--- src/rtl/isp_pkg.sv ---
// Shared definitions for the ISP loader: command bytes, status bytes,
// the loader FSM state encoding and the write-status priority helper.
package isp_pkg;

  localparam logic [7:0] ISP_CMD_WRITE = 8'hA5;
  localparam logic [7:0] ISP_CMD_BOOT  = 8'h5A;
  localparam logic [7:0] ISP_CMD_HOLD  = 8'h3C;

  localparam logic [7:0] ISP_ST_OK      = 8'h00;
  localparam logic [7:0] ISP_ST_BAD_CMD = 8'hE1;
  localparam logic [7:0] ISP_ST_OVERRUN = 8'hE2;
  localparam logic [7:0] ISP_ST_BUS_ERR = 8'hE3;
  localparam logic [7:0] ISP_ST_TIMEOUT = 8'hE4;

  typedef enum logic [2:0] {
    ST_IDLE  = 3'd0,
    ST_ADDR  = 3'd1,
    ST_LEN   = 3'd2,
    ST_DATA  = 3'd3,
    ST_DRAIN = 3'd4,
    ST_RESP  = 3'd5
  } isp_state_e;

  // Overrun outranks a bus error when both happened during one WRITE.
  function automatic logic [7:0] isp_write_status(input logic overrun, input logic bus_err);
    if (overrun)      return ISP_ST_OVERRUN;
    else if (bus_err) return ISP_ST_BUS_ERR;
    else              return ISP_ST_OK;
  endfunction

endpackage

--- src/rtl/isp_word_packer.sv ---
// Packs a stream of payload bytes into 32-bit words with byte-lane selects.
// One assembly register collects bytes; a completed word moves into the
// write register, which is what the Wishbone master presents on the bus.
// A word completing while the write register is still busy is dropped and
// flagged as an overrun.
module isp_word_packer import isp_pkg::*; #(
  parameter int ADDR_WIDTH = 32
) (
  input  logic                  clk_i,
  input  logic                  rst_ni,
  input  logic                  start_i,
  input  logic [ADDR_WIDTH-1:0] start_addr_i,
  input  logic                  byte_dv_i,
  input  logic [7:0]            byte_i,
  input  logic                  last_i,
  input  logic                  wr_done_i,
  output logic                  wr_valid_o,
  output logic [ADDR_WIDTH-1:0] wr_adr_o,
  output logic [31:0]           wr_dat_o,
  output logic [3:0]            wr_sel_o,
  output logic                  overrun_o
);

  localparam int WI_W = ADDR_WIDTH - 2;
  localparam logic [WI_W-1:0] WI_ONE = WI_W'(1);

  logic [1:0]      lane;
  logic [WI_W-1:0] word_idx;
  logic [31:0]     asm_dat;
  logic [31:0]     merged_dat;
  logic [3:0]      asm_sel;
  logic [3:0]      merged_sel;
  logic            word_done;
  logic            wr_busy;

  assign word_done = byte_dv_i && ((lane == 2'd3) || last_i);
  // The write register is free again in the cycle its ack/err arrives.
  assign wr_busy   = wr_valid_o && !wr_done_i;

  // Assembly word with the incoming byte merged into its lane.
  always_comb begin
    merged_dat = asm_dat;
    merged_dat[{lane, 3'b000} +: 8] = byte_i;
    merged_sel = asm_sel | (4'b0001 << lane);
  end

  // Lane counter, word index and assembly register.
  always_ff @(posedge clk_i or negedge rst_ni) begin
    if (!rst_ni) begin
      lane      <= 2'd0;
      word_idx  <= '0;
      asm_dat   <= '0;
      asm_sel   <= '0;
      overrun_o <= 1'b0;
    end else if (start_i) begin
      lane      <= start_addr_i[1:0];
      word_idx  <= start_addr_i[ADDR_WIDTH-1:2];
      asm_dat   <= '0;
      asm_sel   <= '0;
      overrun_o <= 1'b0;
    end else if (byte_dv_i) begin
      if (word_done) begin
        lane     <= 2'd0;
        word_idx <= word_idx + WI_ONE;
        asm_dat  <= '0;
        asm_sel  <= '0;
        if (wr_busy) overrun_o <= 1'b1;
      end else begin
        lane    <= lane + 2'd1;
        asm_dat <= merged_dat;
        asm_sel <= merged_sel;
      end
    end
  end

  // Write register: loads a completed word when free, clears on retire.
  always_ff @(posedge clk_i or negedge rst_ni) begin
    if (!rst_ni) begin
      wr_valid_o <= 1'b0;
      wr_adr_o   <= '0;
      wr_dat_o   <= '0;
      wr_sel_o   <= '0;
    end else if (word_done && !wr_busy) begin
      wr_valid_o <= 1'b1;
      wr_adr_o   <= {2'b00, word_idx};
      wr_dat_o   <= merged_dat;
      wr_sel_o   <= merged_sel;
    end else if (wr_done_i) begin
      wr_valid_o <= 1'b0;
    end
  end

endmodule

--- src/rtl/isp_loader.sv ---
// In-system-programming loader. Decodes WRITE/HOLD/BOOT commands from the
// SPI slave byte stream, writes payload to memory as a Wishbone master and
// controls the core reset. wb_adr_o is a word address.
// Optional build macro: ISP_LOADER_TIMEOUT_EN adds an inter-byte timeout
// that aborts a WRITE with status 0xE4.
//
// Handshakes: rx_dv_i/tx_dv_o are single-cycle strobes with no backpressure.
// Wishbone cyc/stb/we rise with a loaded write register and stay high until
// the cycle in which ack or err is seen; a new word may load in that same
// cycle, in which case the next transfer follows without a gap.
module isp_loader import isp_pkg::*; #(
  parameter int ADDR_WIDTH      = 32,
  parameter int TIMEOUT_CYCLES  = 1_000_000,
  parameter int BOOT_HOLD_RESET = 1
) (
  input  logic                  clk_i,
  input  logic                  rst_ni,
  input  logic                  rx_dv_i,
  input  logic [7:0]            rx_byte_i,
  output logic                  tx_dv_o,
  output logic [7:0]            tx_byte_o,
  output logic                  core_rst_no,
  output logic                  busy_o,
  output logic                  wb_cyc_o,
  output logic                  wb_stb_o,
  output logic                  wb_we_o,
  output logic [ADDR_WIDTH-1:0] wb_adr_o,
  output logic [31:0]           wb_dat_o,
  output logic [3:0]            wb_sel_o,
  input  logic                  wb_ack_i,
  input  logic                  wb_err_i,
  output logic [2:0]            state_o
);

  isp_state_e state;
  logic [1:0]  cnt;
  logic [31:0] addr_buf;
  logic [7:0]  len_lo;
  logic [15:0] remaining;
  logic        bus_err;
  logic        resp_write;
  logic        pkr_start;
  logic        data_dv;
  logic        last_byte;
  logic        wr_valid;
  logic        wr_done;
  logic        overrun;

  assign data_dv   = (state == ST_DATA) && rx_dv_i;
  assign last_byte = (remaining == 16'd1);
  assign pkr_start = (state == ST_LEN) && rx_dv_i && cnt[0];
  assign wr_done   = wr_valid && (wb_ack_i || wb_err_i);

  assign wb_cyc_o = wr_valid;
  assign wb_stb_o = wr_valid;
  assign wb_we_o  = wr_valid;
  assign busy_o   = (state != ST_IDLE);
  assign state_o  = state;

`ifdef ISP_LOADER_TIMEOUT_EN
  logic [31:0] to_cnt;
  logic        timed_out;
  logic        to_hit;
  assign to_hit = (state inside {ST_ADDR, ST_LEN, ST_DATA}) && !rx_dv_i &&
                  (to_cnt == 32'(TIMEOUT_CYCLES - 1));
`else
  localparam int unsigned unused_timeout_cycles = TIMEOUT_CYCLES;
`endif

  isp_word_packer #(.ADDR_WIDTH(ADDR_WIDTH)) u_packer (
    .clk_i       (clk_i),
    .rst_ni      (rst_ni),
    .start_i     (pkr_start),
    .start_addr_i(addr_buf[ADDR_WIDTH-1:0]),
    .byte_dv_i   (data_dv),
    .byte_i      (rx_byte_i),
    .last_i      (last_byte),
    .wr_done_i   (wr_done),
    .wr_valid_o  (wr_valid),
    .wr_adr_o    (wb_adr_o),
    .wr_dat_o    (wb_dat_o),
    .wr_sel_o    (wb_sel_o),
    .overrun_o   (overrun)
  );

  // Command FSM: header collection, data counting, drain and status.
  always_ff @(posedge clk_i or negedge rst_ni) begin
    if (!rst_ni) begin
      state       <= ST_IDLE;
      cnt         <= 2'd0;
      addr_buf    <= '0;
      len_lo      <= '0;
      remaining   <= '0;
      bus_err     <= 1'b0;
      resp_write  <= 1'b0;
      tx_dv_o     <= 1'b0;
      tx_byte_o   <= '0;
      core_rst_no <= (BOOT_HOLD_RESET == 0);
`ifdef ISP_LOADER_TIMEOUT_EN
      to_cnt      <= '0;
      timed_out   <= 1'b0;
`endif
    end else begin
      tx_dv_o <= 1'b0;
      if (wr_valid && wb_err_i) bus_err <= 1'b1;
`ifdef ISP_LOADER_TIMEOUT_EN
      if (state inside {ST_ADDR, ST_LEN, ST_DATA})
        to_cnt <= rx_dv_i ? 32'd0 : to_cnt + 32'd1;
      else
        to_cnt <= 32'd0;
`endif
      case (state)
        ST_IDLE: begin
          if (rx_dv_i) begin
            case (rx_byte_i)
              ISP_CMD_WRITE: begin
                state <= ST_ADDR;
                cnt   <= 2'd0;
              end
              ISP_CMD_HOLD: begin
                core_rst_no <= 1'b0;
                state       <= ST_RESP;
              end
              ISP_CMD_BOOT: begin
                core_rst_no <= 1'b1;
                state       <= ST_RESP;
              end
              default: begin
                tx_dv_o   <= 1'b1;
                tx_byte_o <= ISP_ST_BAD_CMD;
              end
            endcase
          end
        end
        ST_ADDR: begin
          if (rx_dv_i) begin
            addr_buf <= {rx_byte_i, addr_buf[31:8]};
            cnt      <= cnt + 2'd1;
            if (cnt == 2'd3) state <= ST_LEN;
          end
        end
        ST_LEN: begin
          if (rx_dv_i) begin
            if (!cnt[0]) begin
              len_lo <= rx_byte_i;
              cnt    <= 2'd1;
            end else begin
              cnt        <= 2'd0;
              remaining  <= {rx_byte_i, len_lo};
              bus_err    <= 1'b0;
              resp_write <= 1'b1;
              state      <= ({rx_byte_i, len_lo} == 16'd0) ? ST_RESP : ST_DATA;
            end
          end
        end
        ST_DATA: begin
          if (rx_dv_i) begin
            remaining <= remaining - 16'd1;
            if (last_byte) state <= ST_DRAIN;
          end
        end
        ST_DRAIN: begin
          if (!wr_valid || wr_done) state <= ST_RESP;
        end
        ST_RESP: begin
          tx_dv_o    <= 1'b1;
          resp_write <= 1'b0;
          state      <= ST_IDLE;
`ifdef ISP_LOADER_TIMEOUT_EN
          timed_out  <= 1'b0;
          if (timed_out) tx_byte_o <= ISP_ST_TIMEOUT;
          else
`endif
          if (resp_write) tx_byte_o <= isp_write_status(overrun, bus_err);
          else            tx_byte_o <= ISP_ST_OK;
        end
        default: state <= ST_IDLE;
      endcase
`ifdef ISP_LOADER_TIMEOUT_EN
      if (to_hit) begin
        state     <= ST_DRAIN;
        timed_out <= 1'b1;
      end
`endif
    end
  end

endmodule

--- config.mk ---
export PLATFORM = sky130hd
export DESIGN_NAME = isp_loader
export DESIGN_NICKNAME = d
export VERILOG_FILES = /design/src/rtl/isp_pkg.sv /design/src/rtl/isp_word_packer.sv /design/src/rtl/isp_loader.sv
export SDC_FILE = /design/constraint.sdc
export NUM_CORES = 1
export LEC_CHECK = 0
export ABC_AREA = 1
export CORE_MARGIN = 2
export CORE_UTILIZATION = 55
export DETAILED_ROUTE_END_ITERATION = 16
export DONT_BUFFER_PORTS = 1
export PLACE_DENSITY = 0.66
export SYNTH_ARGS = -nofsm -noshare
export SYNTH_HDL_FRONTEND = slang
export SYNTH_SLANG_ARGS = --single-unit
--- constraint.sdc ---
create_clock -name clk_i -period 2.2 [get_ports clk_i]
set_input_delay 0.33 -clock clk_i [delete_from_list [all_inputs] [get_ports clk_i]]
set_output_delay 0.33 -clock clk_i [all_outputs]
set_load 0.01 [all_outputs]
==> flow_metrics.py <==
metrics = {
    "placement": {
        "gp_congestion": 0.899,
        "post-place-cells": 1508,
        "place_hpwl_mm": 17.8,
        "port_buffers": 0,
    },
    "synthesis": {
        "ys_types": 39,
        "synth_edf_count": 0,
        "synth-async-reset-ratio": 1.00,
        "synth_flop_cell": "dfrtp_1",
        "yosys_warnings": 0,
        "synth_seq_cells": 204,
        "synth_seq_area_share": 0.503,
        "synthesis.area_um2": 10100,
        "synth_cells": 1301,
        "synth_area_per_cell_um2": 7.80,
    },
    "drt": {
        "via_per_inst": 5.43,
        "ant_nets": 0,
        "drt_iter0_markers": 715,
        "post-route-drc-count": 0,
        "wire_per_inst_um": 16.6,
        "dr.pass1.iters": 5,
        "num_vias": 8418,
        "wl_mm": 25.7,
    },
    "final_layout": {
        "nets": 1330,
        "area_growth_pct": 9.80,
        "fin_cells": 1549,
        "final_util": 0.618,
        "fill_cells": 1689,
        "drive_gt1_frac": 0.0773,
        "antenna_cells": 0,
    },
    "die": {
        "die_h_um": 140,
        "core_um2": 18000,
        "initial_core_util": 0.563,
        "pin_count": 98,
        "fp.dieW_um": 140,
        "fp.dieArea_um2": 19500,
        "row_count": 49,
    },
    "power": {
        "total_power_mw": 14.1,
        "p_per_area_nw_per_um2": 1270,
        "p_leak_nw": 5.25,
        "ir_worst_vdd_uv": 744,
    },
    "timing": {
        "final.period_utilization": 0.914,
        "fin_skew_ps": 8.60,
        "fmax_mhz": 498,
        "min_period_ps": 2010,
        "hold_ws_ps": -483,
        "setup_viol": 0,
        "slew_viol_final": 0,
        "finalHoldViolations": 204,
        "relSlewSlack": 0.594,
        "worstMarginPinSlew_ps": 608,
        "fin_tns_setup_ps": 0,
        "rsz0062_at_grt": "false",
    },
    "clock_network": {
        "cts.clk_slew.worst_paths_ps": 60,
        "clock_latency_ps": 510,
        "postCtsHoldBufs": 1,
        "clockRootBuffer": "clkbuf_16",
        "cts_buffers": 23,
        "clock_sinks": 204,
        "cts_tree": "yes",
        "cts_buffer_depth": 3,
        "ctsHtreeMaxLevel": 1,
    },
    "global_route": {
        "overflow": 0,
        "grt_pass1_vias": 8107,
        "grt_pass1_wl_mm": 43.0,
        "antenna_found_initial": 0,
        "grt_use_total": 0.271,
        "grt_max_degree": 205,
    },
    "setup_path": {
        "cp.buffers_inverters": 2,
        "required_ps": 2620,
        "rrSetupSlack_ps": 190,
        "critPathMaxStageDelay_ps": 440,
        "path_delay_family": "compound AO/OA/AOI/OAI gates",
        "crit_chain": "clkinv_1, ha_1, nand2_1, nor2_1, inv_1, o21ai_0, nand2_1, o21ai_0",
        "startpoint_type": "register",
        "endpoint_kind": "register",
        "cp_slowest_cell": "dfrtp_2",
        "cp.arrival_ps": 2430,
        "path_max_fanout": 9,
        "path_class": "reg -> reg",
    },
    "status": {
        "violations": "hold timing",
        "status": "finished with violations",
    },
    "worst_hold_path": {
        "hold_path.class": "in -> async",
    },
    "run": {
        "max-cap-violations": 0,
    },
}
-- metal layers --
metal,GRT usage,part of all wire
met1,0.375,0.44
met2,0.437,0.47
met3,0.0523,0.057
met4,0.0774,0.031
met5,0,0
-- path summary, 6_finish.rpt --
check	endpoint	startpoint	cells after the start
min reg2reg	addr_buf[27]$_DFFE_PN0P_	addr_buf[27]$_DFFE_PN0P_	2
max	u_packer.asm_dat[20]$_DFFE_PN0P_	u_packer.lane[0]$_DFFE_PN0P_	8
min	u_packer.wr_adr_o[3]$_DFFE_PN0P_	rst_ni	0
max in group asynchronous	len_lo[5]$_DFFE_PN0P_	rst_ni	0
min in group clk_i	core_rst_no$_DFFE_PN0P_	rx_dv_i	2
max reg2reg	u_packer.asm_dat[20]$_DFFE_PN0P_	u_packer.lane[0]$_DFFE_PN0P_	8
-- cell usage after synthesis, types with 2 or more instances --
cell type / count / area (um^2)
nand2_1: 423 / 1590
dfrtp_1: 204 / 5100
inv_1: 122 / 458
o21ai_0: 119 / 596
nor2_1: 116 / 435
nand3_1: 70 / 350
o21ai_1: 46 / 230
a21oi_1: 26 / 130
clkbuf_1: 24 / 90.1
a22oi_1: 18 / 135
o21ai_2: 16 / 140
buf_2: 13 / 65.1
ha_1: 11 / 138
buf_4: 10 / 75.1
buf_6: 10 / 113
o22ai_1: 10 / 62.6
xor2_1: 8 / 70.1
nand4_1: 7 / 43.8
nor3_1: 6 / 30.0
inv_2: 5 / 18.8
a31oi_1: 4 / 25.0
nand2_2: 4 / 25.0
o31ai_1: 4 / 30.0
clkinv_1: 3 / 11.3
o21bai_1: 3 / 22.5
nand3b_1: 2 / 15.0
nor2_2: 2 / 12.5
nor3_2: 2 / 20.0
o211ai_1: 2 / 15.0
o21a_1: 2 / 15.0
-- final cells by class --
cell class	count	area, um^2	share of cell area
clock buffer	33	653	0.0586
sequential	204	5110	0.458
tap	229	287	0.0257
multi-input combinational	913	4230	0.380
clock inverter	6	82.6	0.00741
timing repair buffer	34	295	0.0265
inverter	130	488	0.0438
-- state kept, by name (all words and copies together), names as in the netlist --
name / count
bus_err: 1
core_rst_no: 1
u_packer.asm_sel: 4
u_packer.asm_dat: 32
state_o: 3
u_packer.wr_sel_o: 4
tx_byte_o: 3
u_packer.wr_dat_o: 32
u_packer.wr_valid_o: 1
u_packer.word_idx: 30
u_packer.wr_adr_o: 30
u_packer.overrun_o: 1
remaining: 16
cnt: 2
addr_buf: 32
len_lo: 8
tx_dv_o: 1
u_packer.lane: 2
resp_write: 1
-- placed cells by master, fill, tap and decap left out, types with 3 or more instances in the layout --
cell and count:
a21oi_1 26, ha_1 11, o21ai_2 16, clkbuf_8 4, nor2_2 3, nand2_2 3, clkbuf_1 6, buf_12 3
inv_2 5, inv_1 122, nor2_1 115, clkinv_1 3, a31oi_1 4, clkinv_2 3, o22ai_1 10, conb_1 5
clkbuf_16 23, xor2_1 8, a22oi_1 18, o21ai_0 118, nand4_1 7, o31ai_1 4, o21ai_1 47, nand3_1 70
buf_4 30, nand2_1 423, dfrtp_1 203, o21bai_1 3, nor3_1 6
-- logic make-up (layout without fill, tap and decap cells) --
group,Yosys count,count (layout),synth area share
AO/OA/AOI/OAI,252,252,0.141
XOR/XNOR,8,8,0.00691
adder cells (fa/ha/maj),11,11,0.0136
buffers and inverters,188,203,0.0823
flip-flops,204,204,0.503
other,1,5,0.000370
AND/OR/NAND/NOR,637,637,0.253
-- report_power, final --
group	leakage [nW]	total, mW	internal [mW]	switching [mW]
Sequential	2.72	6.17	5.01	1.16
Clock	0.359	3.76	2.28	1.48
Combinational	2.18	4.18	1.47	2.70
-- repair_timing --
item | in CTS | in global routing
hold endpoints to repair | 205 | 204
resized for setup | 0 | 3
setup endpoints to repair | 0 | 26
buffers inserted | 0 | 1
-- through the flow --
step | worst slack [ps] | instance area, um^2
2_1_floorplan | 357 | 10200
3_3_place_gp | 175 | 10400
3_5_place_dp | 81.7 | 10400
4_1_cts | 108 | 11100
5_1_grt | 8.89 | 11100
6_report | 190 | 11100
(Power assumes the default switching activity.)
